### src/rtl/project2_pkg.sv
// Shared stopwatch definitions: timestamp packing
// and the lap capture FSM state encoding.
package project2_pkg;

   localparam int UNIT_W = 7;
   localparam int UNITS  = 4;
   localparam int TS_W   = UNIT_W * UNITS;

   localparam int M_SEC  = 0;
   localparam int SECOND = 1;
   localparam int MINUTE = 2;
   localparam int HOUR   = 3;

   typedef enum logic {
      IDLE,
      WAIT_TS
   } cap_state_t;

endpackage

### src/rtl/lap_ram.sv
// Lap storage: DEPTH x TS_W, synchronous write, registered read.
// Ports: clock, reset_n, we/wr_addr/wr_data, rd_addr, rd_zero, rd_data.
module lap_ram #(
   parameter int DEPTH = 8,
   parameter int TS_W  = 28,
   localparam int AW   = $clog2(DEPTH)
) (
   input  logic            clock,
   input  logic            reset_n,
   input  logic            we,
   input  logic [AW-1:0]   wr_addr,
   input  logic [TS_W-1:0] wr_data,
   input  logic [AW-1:0]   rd_addr,
   input  logic            rd_zero,
   output logic [TS_W-1:0] rd_data
);

   logic [TS_W-1:0] mem [DEPTH];

   always_ff @(posedge clock) begin
      if (we)
         mem[wr_addr] <= wr_data;
   end

   // Only the read register is reset; the array is don't-care.
   always_ff @(posedge clock) begin
      if (!reset_n || rd_zero)
         rd_data <= '0;
      else
         rd_data <= mem[rd_addr];
   end

endmodule

### src/rtl/lap_store.sv
// Lap-time capture buffer with newest-first playback.
// Ports: clock, reset_n, timestamp, timer_busy, capture, clear,
//        recall_next, recall_exit, lap_timestamp, lap_index,
//        lap_count, recall_active, busy, full.
module lap_store
   import project2_pkg::*;
#(
   parameter int DEPTH = 8,
   parameter int TS_W  = project2_pkg::TS_W,
   localparam int AW   = $clog2(DEPTH),
   localparam int CW   = $clog2(DEPTH + 1)
) (
   input  logic            clock,
   input  logic            reset_n,
   input  logic [TS_W-1:0] timestamp,
   input  logic            timer_busy,
   input  logic            capture,
   input  logic            clear,
   input  logic            recall_next,
   input  logic            recall_exit,
   output logic [TS_W-1:0] lap_timestamp,
   output logic [AW-1:0]   lap_index,
   output logic [CW-1:0]   lap_count,
   output logic            recall_active,
   output logic            busy,
   output logic            full
);

   cap_state_t      state;
   logic [AW-1:0]   wr_ptr;
   logic [AW-1:0]   rd_addr;
   logic [CW-1:0]   cnt_inc;
   logic            wr_en;

   assign wr_en = reset_n && !clear &&
                  (state == WAIT_TS) && !timer_busy;

   assign cnt_inc = full ? lap_count : lap_count + CW'(1);

   // Newest entry sits just behind the write pointer.
   assign rd_addr = wr_ptr - AW'(1) - lap_index;

   always_ff @(posedge clock) begin
      if (!reset_n) begin
         state         <= IDLE;
         busy          <= 1'b0;
         wr_ptr        <= '0;
         lap_count     <= '0;
         full          <= 1'b0;
         recall_active <= 1'b0;
         lap_index     <= '0;
      end else if (clear) begin
         state         <= IDLE;
         busy          <= 1'b0;
         wr_ptr        <= '0;
         lap_count     <= '0;
         full          <= 1'b0;
         recall_active <= 1'b0;
         lap_index     <= '0;
      end else begin
         unique case (state)
            IDLE: begin
               if (capture) begin
                  state <= WAIT_TS;
                  busy  <= 1'b1;
               end
            end
            WAIT_TS: begin
               if (!timer_busy) begin
                  state     <= IDLE;
                  busy      <= 1'b0;
                  wr_ptr    <= wr_ptr + 1'b1;
                  lap_count <= cnt_inc;
                  full      <= (cnt_inc == CW'(DEPTH));
                  if (recall_active && CW'(lap_index) >= cnt_inc)
                     lap_index <= '0;
               end
            end
            default: state <= IDLE;
         endcase

         if (recall_exit) begin
            recall_active <= 1'b0;
            lap_index     <= '0;
         end else if (recall_next && !wr_en) begin
            if (!recall_active) begin
               if (lap_count != '0) begin
                  recall_active <= 1'b1;
                  lap_index     <= '0;
               end
            end else if (CW'(lap_index) == lap_count - CW'(1)) begin
               lap_index <= '0;
            end else begin
               lap_index <= lap_index + 1'b1;
            end
         end
      end
   end

   lap_ram #(
      .DEPTH (DEPTH),
      .TS_W  (TS_W)
   ) u_ram (
      .clock   (clock),
      .reset_n (reset_n),
      .we      (wr_en),
      .wr_addr (wr_ptr),
      .wr_data (timestamp),
      .rd_addr (rd_addr),
      .rd_zero (lap_count == '0),
      .rd_data (lap_timestamp)
   );

endmodule

### config.mk
export PLATFORM = sky130hd
export DESIGN_NAME = lap_store
export DESIGN_NICKNAME = d
export VERILOG_FILES = /design/src/rtl/project2_pkg.sv /design/src/rtl/lap_ram.sv /design/src/rtl/lap_store.sv
export SDC_FILE = /design/constraint.sdc
export NUM_CORES = 1
export LEC_CHECK = 0
export CORE_ASPECT_RATIO = 0.9
export CORE_UTILIZATION = 40
export CTS_BUF_LIST = sky130_fd_sc_hd__clkbuf_8
export DETAILED_ROUTE_END_ITERATION = 16
export GPL_TIMING_DRIVEN = 0
export HOLD_SLACK_MARGIN = 0.12
export PLACE_DENSITY = 0.67
export SLEW_MARGIN = 20
export SYNTH_ARGS = -nofsm -noshare
export SYNTH_HDL_FRONTEND = slang
export SYNTH_HIERARCHICAL = 1
export SYNTH_SLANG_ARGS = --single-unit
### constraint.sdc
create_clock -name clock -period 4.8 [get_ports clock]
set_clock_uncertainty 0.15 [all_clocks]
set_input_delay 0.96 -clock clock [delete_from_list [all_inputs] [get_ports clock]]
set_output_delay 0.96 -clock clock [all_outputs]
set_load 0.02 [all_outputs]
==> metrics, run 1 <==
run status=complete, no violations; fin util=0.4968; most frequent cells in the layout=224 x edfxtp_1, 72 x clkdlybuf4s50_1, 49 x mux2_4; Final Max Tran Viols=0; fin cells=1,142; Crit. End Element=flop; clock-pin slew on the worst setup and hold paths=0.06 ns; drt initial violations=403; Layout fillers=2,170; Avg Cell Area, Syn=roughly 17 um^2; number of synthesized flops with an enable pin=~220; Crit Path Category=input port to flop; core area=~26,000 um^2; detailed-route wire length per cell=18.71 um; FF-to-FF Start=lap_index[0]; max_cap viols=0; Gate power share=0.027; Mapped Area=10,790 um^2; Worst EP required=4.89 ns; reg2reg setup slack=1.76 ns; area grow syn2layout=21.00%; CTS sink count=266; post-synthesis async set-or-reset flop share=0; Pre-Repair DR Iteration Count=4; RSZ-0062 raised after global routing=false; Max stage delay on crit path=around 0.6 ns; row cnt=56; grt ovf=0; Reg power frac=0.558; reg2reg path depth=10; CTS tree=built; FF-to-FF End=u_ram/rd_data[26]; Worst Path Arrival=3.49 ns; TritonCTS Buffers=43; Cell Chain, Critical Path=clkdlybuf4s50_1, nand2b_1, clkbuf_1, nor2_1, nand2b_1, nor3_2, buf_6, buf_6, buf_4; min cycle time layout=3.403 ns; Least-Margin Pin Slew=between 0.6 and 0.7 ns; Psw=945.0 uW; drc violations=0; initial antenna violation count=0; H-tree levels=2; Final ANT Viol Nets=0; full die area=27,630 um^2; Gates resized, CTS repair=0; Lkg Pwr=4.492 nW; setup ws final=1.397 ns; pre-CTS setup slack=0.8222 ns; Final GP Congestion=0.7611; DP HPWL=between 10,000 and 15,000 um; port bufs=72; Sw Ratio=0.2102; flops & latches, synth=266; share of post-route cells with drive strength above 1=0.3136; slew margin rel.=0.5336; Setup crit end=u_ram/mem[0][22]; multi-input logic area=~3000 um^2; width of the die=175.1 um; Final Hold Viols=0; Levels on crit path=9; clock latency on the worst-skew pair=0.55 ns; # hold bufs at CTS=0; Setup crit start=reset_n; GR Util All Layers=0.1580; Clk network pwr share=0.416; commonest non-fill, non-tap cell in the layout=edfxtp_1; largest net degree at the start of global routing=19; Pint=3.550 mW; Synth warnings=6; # setup viols final=0; Critical Path Fanout Max=10; diodes inserted=0; crit share post-route=0.7089; sequential area share after synthesis=0.7015; Starting Density=0.4106; Syn Nets=about 670; Tightest Hold Check Type=flop to flop; crit path buf inv count=5; family with the most delay on the worst path=buffers and inverters; Die H=157.8 um; Storage cell area=7567 um^2; first-pass GRT wire length=32,730 um; Post-Syn Instances=628; # nets final=803; slowest cell on the critical path=nor3_2; via count=5,650; top_reg_cell synth=edfxtp_1; number of vias per cell=a little under 5; Max Buffers Root-to-Sink=3; PwrDens=between 300 and 400 nW/um^2; Fmax=between 200 and 300 MHz; post-synth cell types=47; CP Launch Type=input port; CTS root buf=clkbuf_8; final WL=21,360 um; vias in the first global route=5,686; Peak VDD IR=around 0.18 mV; dpl cells=around 1,100; # Post-CTS Setup Buffers=0; Ports=between 70 and 80
-- cell type report --
| type | instances | share of cell area |
|---|---|---|
| tap | 348 | 0.03336 |
| clock inverter | 35 | 0.01620 |
| buffer | 37 | 0.02080 |
| clock buffer | 45 | 0.04745 |
| sequential | 266 | 0.5797 |
| inverter | 6 | 0.001725 |
| timing repair buffer | 86 | 0.07237 |
| multi-input combinational | 319 | 0.2284 |
-- logic make-up after synthesis --
family / after synthesis / share of synthesized area
DFF: 266 / 0.7015
and+or+nand+nor: 112 / 0.06785
AOI/OAI and AO/OA: 99 / 0.07377
muxes: 85 / 0.1058
buffers and inverters: 43 / 0.02726
xor gates and xnor gates: 14 / 0.01276
adders and majority gates: 9 / 0.01113
-- routing by layer --
layer	vias up	global-route usage	routed length, um
li1	2692	-	-
met1	2809	0.2175	9902
met2	117	0.2526	10100
met3	32	0.03242	1016
met4	0	0.04720	349
met5	-	0	0
-- cells in the mapped netlist, types with 3 or more instances --
| cell type | number | area (um^2) |
|---|---|---|
| a211oi_1 | 28 | 210.2 |
| a21oi_1 | 4 | 20.02 |
| buf_2 | 16 | 80.08 |
| buf_4 | 4 | 30.03 |
| buf_6 | 7 | 78.83 |
| buf_8 | 4 | 60.06 |
| clkbuf_1 | 6 | 22.52 |
| dfxtp_1 | 42 | 840.8 |
| edfxtp_1 | 224 | 6726 |
| ha_1 | 8 | 100.1 |
| inv_1 | 6 | 22.52 |
| mux2_2 | 35 | 394.1 |
| mux2_4 | 49 | 735.7 |
| nand2_1 | 8 | 30.03 |
| nand2b_1 | 9 | 56.30 |
| nor2_1 | 21 | 78.83 |
| nor2b_1 | 31 | 193.9 |
| nor3_1 | 9 | 45.04 |
| nor3_2 | 24 | 240.2 |
| o21ai_0 | 3 | 15.01 |
| o21ai_1 | 26 | 130.1 |
| o22ai_1 | 4 | 25.02 |
| o22ai_2 | 25 | 312.8 |
| xnor2_1 | 7 | 61.31 |
| xor2_1 | 6 | 52.55 |
-- sequential cells by signal, indices dropped and copies added, names as in the netlist --
| signal | flops |
|---|---|
| recall_active | 1 |
| u_ram/mem | 224 |
| full | 1 |
| wr_ptr | 3 |
| lap_count | 4 |
| state | 1 |
| busy | 1 |
| lap_index | 3 |
| u_ram/rd_data | 28 |
-- stage by stage --
step / setup TNS [ns] / power (mW) / hold slack [ns] / instance area [um^2]
after CTS: 0 / 4.545 / 0.3610 / 13050
after detailed placement: 0 / 2.677 / 0.3495 / 12220
after global placement: -150.47 / 2.673 / 0.3526 / 11940
after global routing: 0 / 4.650 / 0.3928 / 13050
after floorplan: 0 / 2.608 / 0.3389 / 10790
final: 0 / 4.495 / 0.3585 / 13050
-- worst min-delay path by stage --
stage / startpoint / end / cells past startpoint
3_3_place_gp: state / state / 2
4_1_cts: busy / busy / 2
6_report: busy / busy / 2
2_1_floorplan: state / state / 2
3_5_place_dp: busy / busy / 2
5_1_grt: busy / busy / 2
-- power by group through the flow --
stage	sequential, mW	clock [mW]	combinational [mW]
CTS	2.51	1.92	0.122
floorplan	2.56	0	0.0496
finish	2.51	1.87	0.121
detailed placement	2.56	0	0.122
global route	2.51	2.01	0.131
global placement	2.56	0	0.118
-- worst reg2reg max path, delay by kind of cell, from the launching register on --
kind	cells	cell delay [ns]
simple gates	2	0.35
fa+ha+maj	2	0.59
xor+xnor	2	0.41
compound gates	1	0.22
buf+inv	3	0.81
flops	1	0.41
No activity file was read; power rests on OpenSTA's default activity.
==> run 2: changes to the inputs <==
--- a/config.mk
+++ b/config.mk
@@ -11,7 +11,7 @@
 export DETAILED_ROUTE_END_ITERATION = 16
 export GPL_TIMING_DRIVEN = 0
 export HOLD_SLACK_MARGIN = 0.12
-export PLACE_DENSITY = 0.67
+export PLACE_DENSITY = 0.69
 export SLEW_MARGIN = 20
 export SYNTH_ARGS = -nofsm -noshare
 export SYNTH_HDL_FRONTEND = slang
==> constraint.sdc (replaced) <==
create_clock -name clock -period 3.1 [get_ports clock]
set_clock_uncertainty 0.15 [all_clocks]
set_input_delay 0.62 -clock clock [delete_from_list [all_inputs] [get_ports clock]]
set_output_delay 0.62 -clock clock [all_outputs]
set_load 0.02 [all_outputs]
==> run 2 against run 1 <==
Clock power is 42% higher. Sequential power is 55% higher. Worst hold slack better by 0.0069 ns. Non-clock buffer count is 4 lower. Critical path type is now flop to flop.
==> metrics, run 2 (synthesis results as in run 1) <==
final WL=21,450 um; Fmax=344.4 MHz; Biggest register=u_ram/mem; crit share post-route=0.9366; initial antenna violation count=2; slew margin rel.=0.5135; Final ANT Viol Nets=0; min cycle time layout=2.903 ns; fin util=0.4950; grt ovf=0; Tightest Hold Check Type=flop to flop; Crit Path Category=flop to flop; pre-CTS setup slack=-0.2429 ns; DP HPWL=between 10,000 and 15,000 um; dpl cell area=12,250 um^2; CP Launch Type=flop; Ports=73; Design Area, Final=13,010 um^2; FF-to-FF End=u_ram/rd_data[11]; via count=5,659; reg2reg path depth=9; CTS root buf=clkbuf_8; reg2reg setup slack=0.20 ns; Worst EP required=3.37 ns; Gates resized, CTS repair=0; Critical Path Fanout Max=10; clock latency on the worst-skew pair=0.52 ns; Setup crit start=lap_index[0]; Lkg Pwr=4.459 nW; Starting Density=0.4106; TritonCTS Buffers=42; Max Buffers Root-to-Sink=3; Worst Path Arrival=3.18 ns; # setup viols final=0; dpl cells=approximately 1,100; Pre-Repair DR Iteration Count=4; top flop regs=u_ram/mem x224, u_ram/rd_data x28, lap_count x4; hold depth=2; run status=complete, no violations; # nets final=between 700 and 800; diodes inserted=0; full die area=27,630 um^2; Setup crit end=u_ram/rd_data[11]; Peak VDD IR=0.3110 mV; Final Hold Viols=0; # Post-CTS Setup Buffers=0; Least-Margin Pin Slew=0.7281 ns; FF-to-FF Start=lap_index[0]; max_cap viols=0; clock-pin slew on the worst setup and hold paths=about 0.06 ns; worst hold margin=roughly 0.37 ns; commonest non-fill, non-tap cell in the layout=edfxtp_1; most frequent cells in the layout=224 x edfxtp_1, 72 x clkdlybuf4s50_1, 49 x mux2_4; vias in the first global route=just under 6,000; Max stage delay on crit path=0.43 ns; Die H=157.8 um; port bufs=72; Crit. End Element=flop; GR Util All Layers=0.1569; # hold bufs at CTS=0; Final GP Congestion=0.7150; first-pass GRT wire length=between 30,000 and 40,000 um; detailed-route wire length per cell=18.90 um; Final Max Tran Viols=0; slowest cell on the critical path=buf_2; core area=~26,000 um^2; H-tree levels=2; RSZ-0062 raised after global routing=false; CTS tree=built; setup TNS=0 ns; number of vias per cell=4.986; row cnt=between 50 and 60; total power=6.727 mW; largest net degree at the start of global routing=19; area grow syn2layout=20.55%; PwrDens=517.3 nW/um^2; drt initial violations=354; share of post-route cells with drive strength above 1=0.3062; width of the die=175.1 um; setup ws final=0.1966 ns; max FFs per register=224; fin cells=between 1,000 and 1,500; Cell Chain, Critical Path=inv_1, ha_1, fa_1, xor2_1, xnor2_1, nand2_1, buf_2, o22ai_2, nor3_2; drc violations=0; CTS sink count=266
[run 2: final cells by class]
class / count / area (um^2)
clock inverter: 31 / 126.4
sequential: 266 / 7567
clock buffer: 46 / 633.1
buffer: 36 / 269.0
tap: 348 / 435.4
timing repair buffer: 83 / 957.2
fill: 2196 / 13270
multi-input combinational: 319 / 2994
inverter: 6 / 22.52
[run 2: worst max-delay path, delay by kind of cell (launching register included)]
family / cells / cell delay [ns]
buffers and inverters: 2 / 0.54
DFF: 1 / 0.40
adders and majority gates: 2 / 0.59
AOI/OAI and AO/OA: 1 / 0.12
xor gates and xnor gates: 2 / 0.32
and+or+nand+nor: 2 / 0.67
[run 2: layer usage]
metal	routed length, um	up-vias	track usage
li1	-	2680	-
met1	10080	2794	0.2165
met2	9909	145	0.2498
met3	1067	38	0.03050
met4	374	2	0.05093
met5	13	-	0
[run 2: how the worst min path moves through the flow]
| stage | slack (ns) | startpoint | end |
|---|---|---|---|
| after global placement | 0.36 | busy | busy |
| after global routing | 0.40 | busy | busy |
| final | 0.37 | busy | busy |
| after detailed placement | 0.36 | busy | busy |
| after floorplan | 0.34 | state | state |
| after CTS | 0.38 | busy | busy |
[run 2: power by group]
group	switching, mW	internal [mW]
combinational	0.102	0.0850
clock	1.29	1.36
sequential	0.00285	3.88
total	1.40	5.33
